## config.mk

```make
export PLATFORM = sky130hd
export DESIGN_NAME = serv_rf_ram_resp
export DESIGN_NICKNAME = d
export VERILOG_FILES = /design/src/rtl/serv_rf_ram_resp.sv
export SDC_FILE = /design/constraint.sdc
export NUM_CORES = 1
export LEC_CHECK = 0
export ABC_AREA = 1
export ABC_CLOCK_PERIOD_IN_PS = 3450
export CELL_PAD_IN_SITES_DETAIL_PLACEMENT = 1
export CELL_PAD_IN_SITES_GLOBAL_PLACEMENT = 2
export CORE_MARGIN = 8
export CORE_UTILIZATION = 40
export DETAILED_ROUTE_END_ITERATION = 16
export MAX_ROUTING_LAYER = met4
export PLACE_DENSITY = 0.7
export SETUP_SLACK_MARGIN = 0.4
export SLEW_MARGIN = 20
export SYNTH_ARGS = -nofsm -noshare
export SYNTH_HDL_FRONTEND = slang
export SYNTH_SLANG_ARGS = --single-unit
```

## constraint.sdc

```tcl
create_clock -name i_clk -period 3.45 [get_ports i_clk]
set_clock_uncertainty 0.2 [all_clocks]
set_input_delay 1.035 -clock i_clk [delete_from_list [all_inputs] [get_ports i_clk]]
set_output_delay 1.035 -clock i_clk [all_outputs]
set_load 0.03 [all_outputs]
```

## src/rtl/serv_rf_ram_resp.sv

```systemverilog
// serv_rf_ram_resp: RAM-side responder for the SERV register-file SRAM port.
// Word array with one write and one read port. Read data is registered and
// has one cycle of latency. After reset, a zero sweep clears every word
// before any requests are served.
// Optional feature macro: RF_RAM_PARITY_EN stores an even-parity bit per
// word and reports a mismatch on o_perr.
module serv_rf_ram_resp #(
  parameter  int width    = 16,
  parameter  int csr_regs = 4,
  localparam int depth    = 32 * (32 + csr_regs) / width,
  localparam int aw       = 5 + $clog2(32 + csr_regs) - $clog2(width)
) (
  input  logic             i_clk,
  input  logic             i_rst_n,
  input  logic [aw-1:0]    i_waddr,
  input  logic [width-1:0] i_wdata,
  input  logic             i_wen,
  input  logic [aw-1:0]    i_raddr,
  input  logic             i_ren,
  output logic [width-1:0] o_rdata,
  output logic             o_init_done,
  input  logic             i_perr_inj,
  output logic             o_perr
);

  typedef enum logic {INIT = 1'b0, RUN = 1'b1} state_t;

  state_t           state, state_next;
  logic [aw-1:0]    cnt;
  logic [width-1:0] mem [depth];
  logic             init, last;
  logic             wr_valid, rd_valid;
  logic             wr_en;
  logic [aw-1:0]    wr_addr;
  logic [width-1:0] wr_data;

  assign init = (state == INIT);
  assign last = (cnt == aw'(depth - 1));

  // Extra top bit keeps the range compare correct even if depth == 2**aw.
  assign wr_valid = ({1'b0, i_waddr} < (aw + 1)'(depth));
  assign rd_valid = ({1'b0, i_raddr} < (aw + 1)'(depth));

  // State register; reset always restarts the sweep.
  always_ff @(posedge i_clk or negedge i_rst_n) begin
    if (!i_rst_n) state <= INIT;
    else          state <= state_next;
  end

  // Next state: leave INIT on the cycle that clears the last word.
  always_comb begin
    state_next = state;
    if (state == INIT && last) state_next = RUN;
  end

  // Outputs of the FSM: write-port steering and init status.
  always_comb begin
    o_init_done = (state == RUN);
    wr_en       = 1'b0;
    wr_addr     = i_waddr;
    wr_data     = i_wdata;
    if (state == INIT) begin
      wr_en   = 1'b1;
      wr_addr = cnt;
      wr_data = '0;
    end else begin
      wr_en = i_wen && wr_valid;
    end
  end

  // Sweep counter walks addresses 0..depth-1 while in INIT.
  always_ff @(posedge i_clk or negedge i_rst_n) begin
    if (!i_rst_n)  cnt <= '0;
    else if (init) cnt <= cnt + 1'b1;
  end

  // Array write; contents are only cleared by the sweep, never by reset.
  always_ff @(posedge i_clk) begin
    if (wr_en) mem[wr_addr] <= wr_data;
  end

  // Registered read, read-before-write on address collision; holds when idle.
  always_ff @(posedge i_clk or negedge i_rst_n) begin
    if (!i_rst_n)   o_rdata <= '0;
    else if (init)  o_rdata <= '0;
    else if (i_ren) o_rdata <= rd_valid ? mem[i_raddr] : '0;
  end

`ifdef RF_RAM_PARITY_EN
  logic par [depth];
  logic wr_par;

  // Sweep stores even parity of zero; injection flips the stored bit.
  assign wr_par = init ? 1'b0 : ((^i_wdata) ^ i_perr_inj);

  // Parity array shares the write port with the data array.
  always_ff @(posedge i_clk) begin
    if (wr_en) par[wr_addr] <= wr_par;
  end

  // Parity check result, updated on the same edge as o_rdata.
  always_ff @(posedge i_clk or negedge i_rst_n) begin
    if (!i_rst_n)   o_perr <= 1'b0;
    else if (init)  o_perr <= 1'b0;
    else if (i_ren) o_perr <= rd_valid ? ((^mem[i_raddr]) != par[i_raddr]) : 1'b0;
  end
`else
  logic unused_perr_inj;

  assign o_perr          = 1'b0;
  assign unused_perr_inj = i_perr_inj;
`endif

endmodule
```

==> results.ini <==
[floorplanning]
die_height_um=362
rows=127
die_w_um=362
initial_core_util_pct=40.1
boundaryPins=53
fp.coreArea_sq_mm=0.119
die-area_sq_mm=0.131

[power_and_ir_drop]
p_leak_nw=19.4
seqPwrFrac_pct=51.1
ir_worst_vdd_mv=0.413
power.switching_w=0.00677
pwr-share-comb_pct=5.7
clock_power_share_pct=43.1
pwr_density_cell_mw_per_mm2=531
power.internal_w=0.0234
swShare_pct=22.4

[grt]
grt_max_degree=73
gr-total-overflow=0
grt_pass1_vias=32500
grtUsageTotal_pct=22.7
antenna_found_initial=1
grt_first_pass_wirelength_mm=215

[hold_path]
hold_class=reg -> reg

[routing]
drcViolationCount=0
wl_mm=146
vias=31800
avgViaCountPerCell=5.34
routedWlPerCell_um=24.6
antenna_left=0
dr.pass1.iters=5
drtIter0Drc=2427

[sta]
hold_viol=0
max_freq_ghz=0.336
rsz0062_at_grt=no
setup_viol=0
fin_crit_sh_pct=86.2
period_minus_slack_ps=2970
worst_slew_pin_slew_ps=688
drv_slew=0
setup_slack_ps=477
maxSlewHeadroom_pct=54.1

[synthesis]
ys_seq_area_share_pct=73.5
netlist_instances=4032
synth_adder_area_share_pct=0.0261
synth_compound_area_share_pct=3.11
synth_edf_count=1152
yosys.area_share.simple_pct=19.9
synth_top_area_share_pct=72.3
synth_area_leaders=edfxtp_1, nand2_1, nand3_1
synthTopCellsByCount=nand2_1, edfxtp_1, nand3_1
yosysWarnings=0
synthXorXnorAreaFrac_pct=0.0915
yosys_most_used_dff=edfxtp_1
avgSynthCellArea_sq_um=11.9
synth_top_family_by_area=simple AND/OR/NAND/NOR gates
synth.cell_area_sq_mm=0.0479
synth_cell_types=35
synthMuxAreaShare_pct=0
synth_top_area_cell=edfxtp_1
ys_ff_latch=1176
synth_nets=4068
async_reset_ff_share_pct=2.04
synth_most_common_cell=nand2_1

[critical_path]
critical_path_class=reg -> out
critical_path.top_delay_family=buffers and inverters
critPathBufInv=1
crit_path_cell_trace=clkdlybuf4s50_1
arrival_ps=1740
worst_setup_path_end_kind=primary output
critPathSlowestCell=clkdlybuf4s50_1
start_kind=flop
crit_required_ps=2210
slowest_delay_ps=670
cp_max_fo=2

[clocking]
numCtsBuffers=130
clk_path_buf_depth=3
path_clk_slew_ps=60
cts-htree-levels=4
ctsHoldBuffers=0
clock-sinks=1176
cts_tree=yes
clockRootBuffer=clkbuf_16
clkLatencyLatePin_ps=740

[cells_and_area]
finalNonFillerCells=5960
drive_above_1_share_pct=11.7
fin_area_sq_mm=0.0568
num-nets-final=4287
fin_util_pct=47.6
syn2layout_area_growth_pct=18.7

[placement]
placed_cell_area_sq_mm=0.0529
place.gp.congestion=0.814
dp_hpwl_mm=88.6
pre_cts_ws_ps=-231
io_buffers=50
dpl.cell_count=5730

[outcome]
status=completed

[flow_run]
drv_cap=0

-- power groups by stage --
stage	Clock (W)	Combinational, W	Sequential (W)
after global routing	0.0138	0.00190	0.0154
after global placement	0	0.00172	0.0157
final	0.0130	0.00173	0.0154
after CTS	0.0133	0.00175	0.0154
after detailed placement	0	0.00174	0.0157
after floorplan	0	0.000998	0.0157
-- metal layers --
metal / vias to the layer above / track usage [%] / share of wire, %
met5: - / - / 0
met4: 0 / 6.51 / 2.6
met3: 191 / 3.24 / 4.5
met2: 648 / 36.1 / 48
met1: 16300 / 30.6 / 45
li1: 14700 / - / -
-- state kept, by name, indices dropped and copies added, names as in the netlist --
register     cells
mem           1152
o_rdata         16
cnt              7
o_init_done      1
-- worst paths after layout --
path,start,to,cells after the start,slack (ps)
min in group asynchronous,i_rst_n,o_rdata[0],2,500
max reg2reg,o_init_done,mem[7][3],7,650
min reg2reg,o_rdata[0],o_rdata[0],2,280
max,o_rdata[2],o_rdata[2],1,480
max in group asynchronous,i_rst_n,o_init_done,2,2240
min,o_rdata[0],o_rdata[0],2,280
-- final cells by class --
| class | instances | area (sq um) |
|---|---|---|
| Sequential cell | 1176 | 35200 |
| Tap cell | 1612 | 2020 |
| Inverter | 49 | 223 |
| Fill cell | 12300 | 62500 |
| Clock buffer | 161 | 3430 |
| Antenna cell | 4 | 10.0 |
| Clock inverter | 64 | 495 |
| Multi-Input combinational cell | 2555 | 11100 |
| Timing Repair Buffer | 339 | 4340 |
-- per-stage QoR --
| stage | setup TNS, ps | power (W) | hold WS, ps |
|---|---|---|---|
| 2_1_floorplan | 0 | 0.0167 | 267 |
| 3_3_place_gp | -50040 | 0.0175 | 267 |
| 3_5_place_dp | -92420 | 0.0175 | 274 |
| 4_1_cts | 0 | 0.0305 | 285 |
| 5_1_grt | 0 | 0.0312 | 306 |
| 6_report | 0 | 0.0302 | 281 |
-- cells in the final DEF, fill, tap and decap left out, types with 28 or more instances in the layout --
master           synthesis  layout
nor2_1                 355     332
clkinv_1                 1      33
o21ai_1                 31      31
nand3_1                714     714
clkbuf_16                0     133
o21ai_0                156     156
o211ai_1                29      29
edfxtp_1              1152    1152
buf_12                   0     134
clkdlybuf4s50_1          0      29
clkbuf_1                45      28
buf_4                   57     154
nand2_1               1202    1202
-- logic make-up (layout without fill, tap and decap cells) --
logic type / count (synthesis) / in the layout
buffers and inverters: 301 / 613
flip-flops: 1176 / 1176
AO/OA/AOI/OAI: 262 / 262
adder cells (fa/ha/maj): 1 / 1
other: 1 / 5
XOR/XNOR: 5 / 5
AND/OR/NAND/NOR: 2286 / 2286
-- repair_timing --
item | in CTS | in global routing
pin swaps | 0 | 0
setup endpoints to repair | 14 | 14
setup buffers | 0 | 1
gates resized for setup | 17 | 3
-- worst register-to-register path, cell delays in order (launching register included) --
cell and delay (ps):
dfrtp_2 440, buf_6 180, o21ai_0 460, inv_1 100, nor2_1 280, nand2_1 320, nor2_1 260, buf_4 260
Note: power is estimated with default switching activity, not from simulation.
